[src/rtl/shift_register_serializer.sv]
// Wide-to-narrow unpacker: emits a loaded word MS chunk first, optionally only its top k chunks.
// Latency: first chunk valid the cycle after acceptance; back-to-back words with no bubble.
// Backpressure: outputs and state hold while m_valid && !m_ready; s_ready only when idle or on the last beat.
module shift_register_serializer #(
    parameter int DATA_INPUT_WIDTH  = 256,
    parameter int DATA_OUTPUT_WIDTH = 16,
    localparam int NUM_CHUNKS       = DATA_INPUT_WIDTH / DATA_OUTPUT_WIDTH,
    localparam int CNT_W            = $clog2(NUM_CHUNKS + 1)
) (
    input  logic                         clk,
    input  logic                         rst_n,
    input  logic [DATA_INPUT_WIDTH-1:0]  s_data,
    input  logic [CNT_W-1:0]             s_chunks,
    input  logic                         s_valid,
    output logic                         s_ready,
    output logic [DATA_OUTPUT_WIDTH-1:0] m_data,
    output logic                         m_valid,
    input  logic                         m_ready,
    output logic                         m_last,
    output logic                         busy
);

    if (DATA_INPUT_WIDTH % DATA_OUTPUT_WIDTH != 0) begin : g_bad_width
        $error("DATA_INPUT_WIDTH must be an integer multiple of DATA_OUTPUT_WIDTH");
    end

    typedef enum logic {IDLE, SHIFT} state_t;

    state_t                      state_q, state_d;
    logic [DATA_INPUT_WIDTH-1:0] sr_q, sr_d;
    logic [CNT_W-1:0]            rem_q, rem_d;
    logic [CNT_W-1:0]            eff_chunks;
    logic                        beat;
    logic                        accept;

    assign m_valid = (state_q == SHIFT);
    assign busy    = m_valid;
    assign m_data  = sr_q[DATA_INPUT_WIDTH-1 -: DATA_OUTPUT_WIDTH];
    assign m_last  = m_valid && (rem_q == CNT_W'(1));
    assign beat    = m_valid && m_ready;
    // Accepting on the last beat is what makes consecutive words gapless.
    assign s_ready = (state_q == IDLE) || (beat && m_last);
    assign accept  = s_valid && s_ready;

    always_comb begin
        eff_chunks = s_chunks;
        if ((s_chunks == '0) || (s_chunks > CNT_W'(NUM_CHUNKS))) begin
            eff_chunks = CNT_W'(NUM_CHUNKS);
        end
    end

    always_comb begin
        state_d = state_q;
        sr_d    = sr_q;
        rem_d   = rem_q;
        if (beat) begin
            sr_d  = sr_q << DATA_OUTPUT_WIDTH;
            rem_d = rem_q - CNT_W'(1);
            if (rem_q == CNT_W'(1)) begin
                state_d = IDLE;
            end
        end
        // A new word wins over the final shift of the previous one.
        if (accept) begin
            sr_d    = s_data;
            rem_d   = eff_chunks;
            state_d = SHIFT;
        end
    end

    always_ff @(posedge clk or negedge rst_n) begin
        if (!rst_n) begin
            state_q <= IDLE;
            sr_q    <= '0;
            rem_q   <= '0;
        end else begin
            state_q <= state_d;
            sr_q    <= sr_d;
            rem_q   <= rem_d;
        end
    end

endmodule

[config.mk]
export PLATFORM = sky130hd
export DESIGN_NAME = shift_register_serializer
export DESIGN_NICKNAME = d
export VERILOG_FILES = /design/src/rtl/shift_register_serializer.sv
export SDC_FILE = /design/constraint.sdc
export NUM_CORES = 1
export LEC_CHECK = 0
export CAP_MARGIN = 25
export CORE_MARGIN = 8
export CORE_UTILIZATION = 58
export DETAILED_ROUTE_END_ITERATION = 7
export DONT_BUFFER_PORTS = 1
export PLACE_DENSITY_LB_ADDON = 0.2
export SLEW_MARGIN = 10
export SYNTH_ARGS = -nofsm -noshare
export SYNTH_HDL_FRONTEND = slang
export SYNTH_SLANG_ARGS = --single-unit
export TNS_END_PERCENT = 10
[constraint.sdc]
create_clock -name clk -period 1.7 [get_ports clk]
set_input_delay 0.34 -clock clk [delete_from_list [all_inputs] [get_ports clk]]
set_output_delay 0.34 -clock clk [all_outputs]
set_load 0.1 [all_outputs]
==> results.md <==
* Status: finished, violations left
* Violated checks: hold timing, setup timing
* Num rows at 53
* Layout Cells excl Fill at 1761
* CTS sink cnt at 262
* Mapped Cells at 1410
* Post-DP HPWL at 22900 um
* RSZ-0062 raised after global routing: yes
* Die area at 0.0259 mm^2
* PD cells at 1480 mW/mm^2
* Synthesized area at 0.0122 mm^2
* Core area at 0.0208 mm^2
* Synth-to-Final Area Change at 29.9%
* Die H at 161 um
* IO Port Bufs at 0
* Max Cap Violations at 0
* Post-route ant nets at 0
* DR vias/cell at 6.06
* Pwr Total at 0.0234 W
* Total Routed Length at 38200 um
* CTS tree: done
* Routed vias at 10700
* Hold crit path type: in2async
* CP arrival at 1.81 ns
* Power share of the sequential group at 43.1%
* Max VDD drop at 913 uV
* FMAX at 0.465 GHz
* Cell-internal power at 0.0148 W
* GRT Resource Usage Total at 27.6%
* Psw at 0.00866 W
* Critical path type: reg2out
* Gr ovfl total at 0
* Final nets at 1740
* Starting Density at 58.5%
* Period utilization at 127%
* Final Worst Setup Slack at -0.453 ns
* Largest net degree at the start of global routing at 263
* Switching Fraction at 37.0%
* YS warnings at 0
* Buf/Inv on CP at 3
* Clock Skew at 0.00670 ns
* Critical Path End Type: output pin
* Post-synthesis register bit count at 262
* CP required at 1.36 ns
* Register area share after synthesis at 53.9%
* TritonCTS Buffers at 27
* Die Wd at 161 um
* Slew Limit Fails at 0
* Setup tns final at -81.06 ns
* Initial antenna violation count at 0
* First-pass GRT wire length at 57900 um
* Pre-antenna DRT Iters at 5
* Setup crit start kind: register
* Distinct cells, synth at 30
* # diodes at 0
* H-tree depth at 1
* Max-slew headroom at 60.7%
* Critical-path cell list: inv_2 > ha_4 > nor4b_4 > buf_4 > and2_4 > buf_12
* Syn Nets at 1678
* Final setup viols at 264
* Syn_area_per_cell at 8.63 um^2
* Pleak at 7.06 nW
* CTS clk-pin slew, worst paths at 0.06 ns
* Slew @ Worst Pin at 0.590 ns
* WL/cell at 21.7 um
* Cells after DPL at 1628
* DRC viols at 0
* Final Critical Period at 2.15 ns
* Fraction of layout cells with a size suffix above 1 at 27.4%
* Io pins at 285
* GPL Wtd Cong at 0.826
* Slowest cell on crit path: dfrtp_1
* Combinational Power Share at 31.9%
* Final hold vios at 262
* Worst path top cell family by delay: buffers and inverters
* Clk Tree Root Cell: clkbuf_16
* Vias in the first global route at 10800
* DR iter-0 viols at 1021
* Clock network latency to the later pin of the worst-skew pair at 0.52 ns
* Clock power frac at 25.0%
* Critical Path Fanout Max at 3
* Clock Path Buffers at 3
* Hold Slack at -0.492 ns
* Max incr delay on CP at 0.39 ns
-- sequential cells by signal (all words and copies together), names as in the netlist --
name,count
busy,1
rem_q,5
sr_q,256
-- stage by stage --
step / utilization [%] / setup slack, ns / cell area [um^2]
after detailed placement: 61.0 / -0.0936 / 12700
after global routing: 75.9 / -0.522 / 15800
after global placement: 61.0 / -0.0376 / 12700
after floorplan: - / -0.170 / 12200
final: 75.9 / -0.453 / 15800
after CTS: 72.1 / -0.467 / 15000
-- per-layer routing --
metal  GRT usage (%)  routed length [um]  vias to the layer above
met2            46.0               19200                      468
met3            5.86                2940                       79
li1                -                   -                     4828
met4            7.83                1110                        0
met5               0                   0                        -
met1            35.7               14900                     5294
-- kinds of logic (layout without fill, tap and decap cells) --
group / Yosys count / in the layout / share of synthesized area (%)
buf+inv: 133 / 208 / 6.42
flops: 262 / 262 / 53.9
mux: 1 / 1 / 0.0822
simple gates: 506 / 506 / 16.1
fa+ha+maj: 3 / 3 / 0.308
compound gates: 505 / 506 / 23.2
-- layout by cell type, fill, tap and decap left out, drive strengths merged --
master and count:
clkinv 3, dlygate4sd3 42, nand4 3, o311ai 1
bufbuf 3, a21o 2, or3 1, or4 3
buf 110, ha 3, o211ai 1, mux2i 1
nor2b 1, a22o 16, o22a 1, nand2b 2
clkinvlp 1, and2 2, nor4b 1, nand3 3
a311oi 1, dfrtp 262, nand2 247, clkbuf 42
nor2 242, inv 5, a21oi 484, and3 1
bufinv 2
-- worst register-to-register path: cells and delay by family, from the launching register on --
family	cells	cell delay, ns
adder cells (fa/ha/maj)	1	0.17
buffers and inverters	8	0.95
flip-flops	1	0.42
AO/OA/AOI/OAI	2	0.32
AND/OR/NAND/NOR	2	0.19
-- what timing repair did --
| action | in CTS | in global routing |
|---|---|---|
| buffers inserted | 13 | 13 |
| hold buffers | 41 | 1 |
| gates resized for setup | 114 | 157 |
| gates cloned | 19 | 6 |
| pin swaps | 31 | 47 |
| endpoints found under the hold margin | 303 | 263 |
| endpoints found under the setup margin | 240 | 264 |
-- Yosys cell counts --
cell	instances	share of area, %
nand2b_1	2	0.10
buf_4	20	1.2
and3_1	1	0.051
buf_2	30	1.2
buf_12	1	0.16
nor4b_4	1	0.20
mux2i_1	1	0.082
o211ai_1	1	0.062
o22a_1	1	0.072
o311ai_0	1	0.072
buf_8	1	0.12
nand4_1	3	0.15
nand3_1	3	0.12
and2_1	2	0.10
nor2_1	242	7.5
inv_1	5	0.15
a311oi_1	1	0.072
buf_6	19	1.8
ha_1	3	0.31
nor2b_1	1	0.051
nand2_1	247	7.6
a21oi_2	60	4.3
clkbuf_1	54	1.7
or3_1	1	0.051
a22o_1	16	1.2
or4_1	3	0.18
a21oi_1	424	17
buf_1	3	0.092
dfrtp_1	262	54
a21o_1	1	0.062
-- cell type report --
| type | count | area (um^2) |
|---|---|---|
| Clock inverter | 6 | 82.6 |
| Multi-Input combinational cell | 1016 | 5670 |
| Clock buffer | 37 | 773 |
| Inverter | 5 | 18.8 |
| Timing Repair Buffer | 160 | 2360 |
| Fill cell | 1387 | 5010 |
| Tap cell | 275 | 344 |
| Sequential cell | 262 | 6560 |
-- power groups by stage --
stage	registers, W	clock network [W]	logic (W)
global route	0.0103	0.00614	0.00811
global placement	0.00986	0	0.00587
finish	0.0101	0.00586	0.00747
detailed placement	0.00990	0	0.00603
floorplan	0.00946	0	0.00493
CTS	0.00988	0.00593	0.00669
-- final timing paths --
check                      startpoint         to  slack, ns  cells after the start
min in group clk           s_data[88]   sr_q[88]       0.01                      2
setup reg to reg             rem_q[0]  sr_q[178]      -0.42                     13
hold / removal                  rst_n  sr_q[175]      -0.49                      0
max in group asynchronous       rst_n       busy       1.63                      0
setup / recovery             rem_q[1]     m_last      -0.45                      6
hold reg to reg               sr_q[4]    sr_q[4]       0.51                      1
Note: power is estimated with default switching activity, not from simulation.
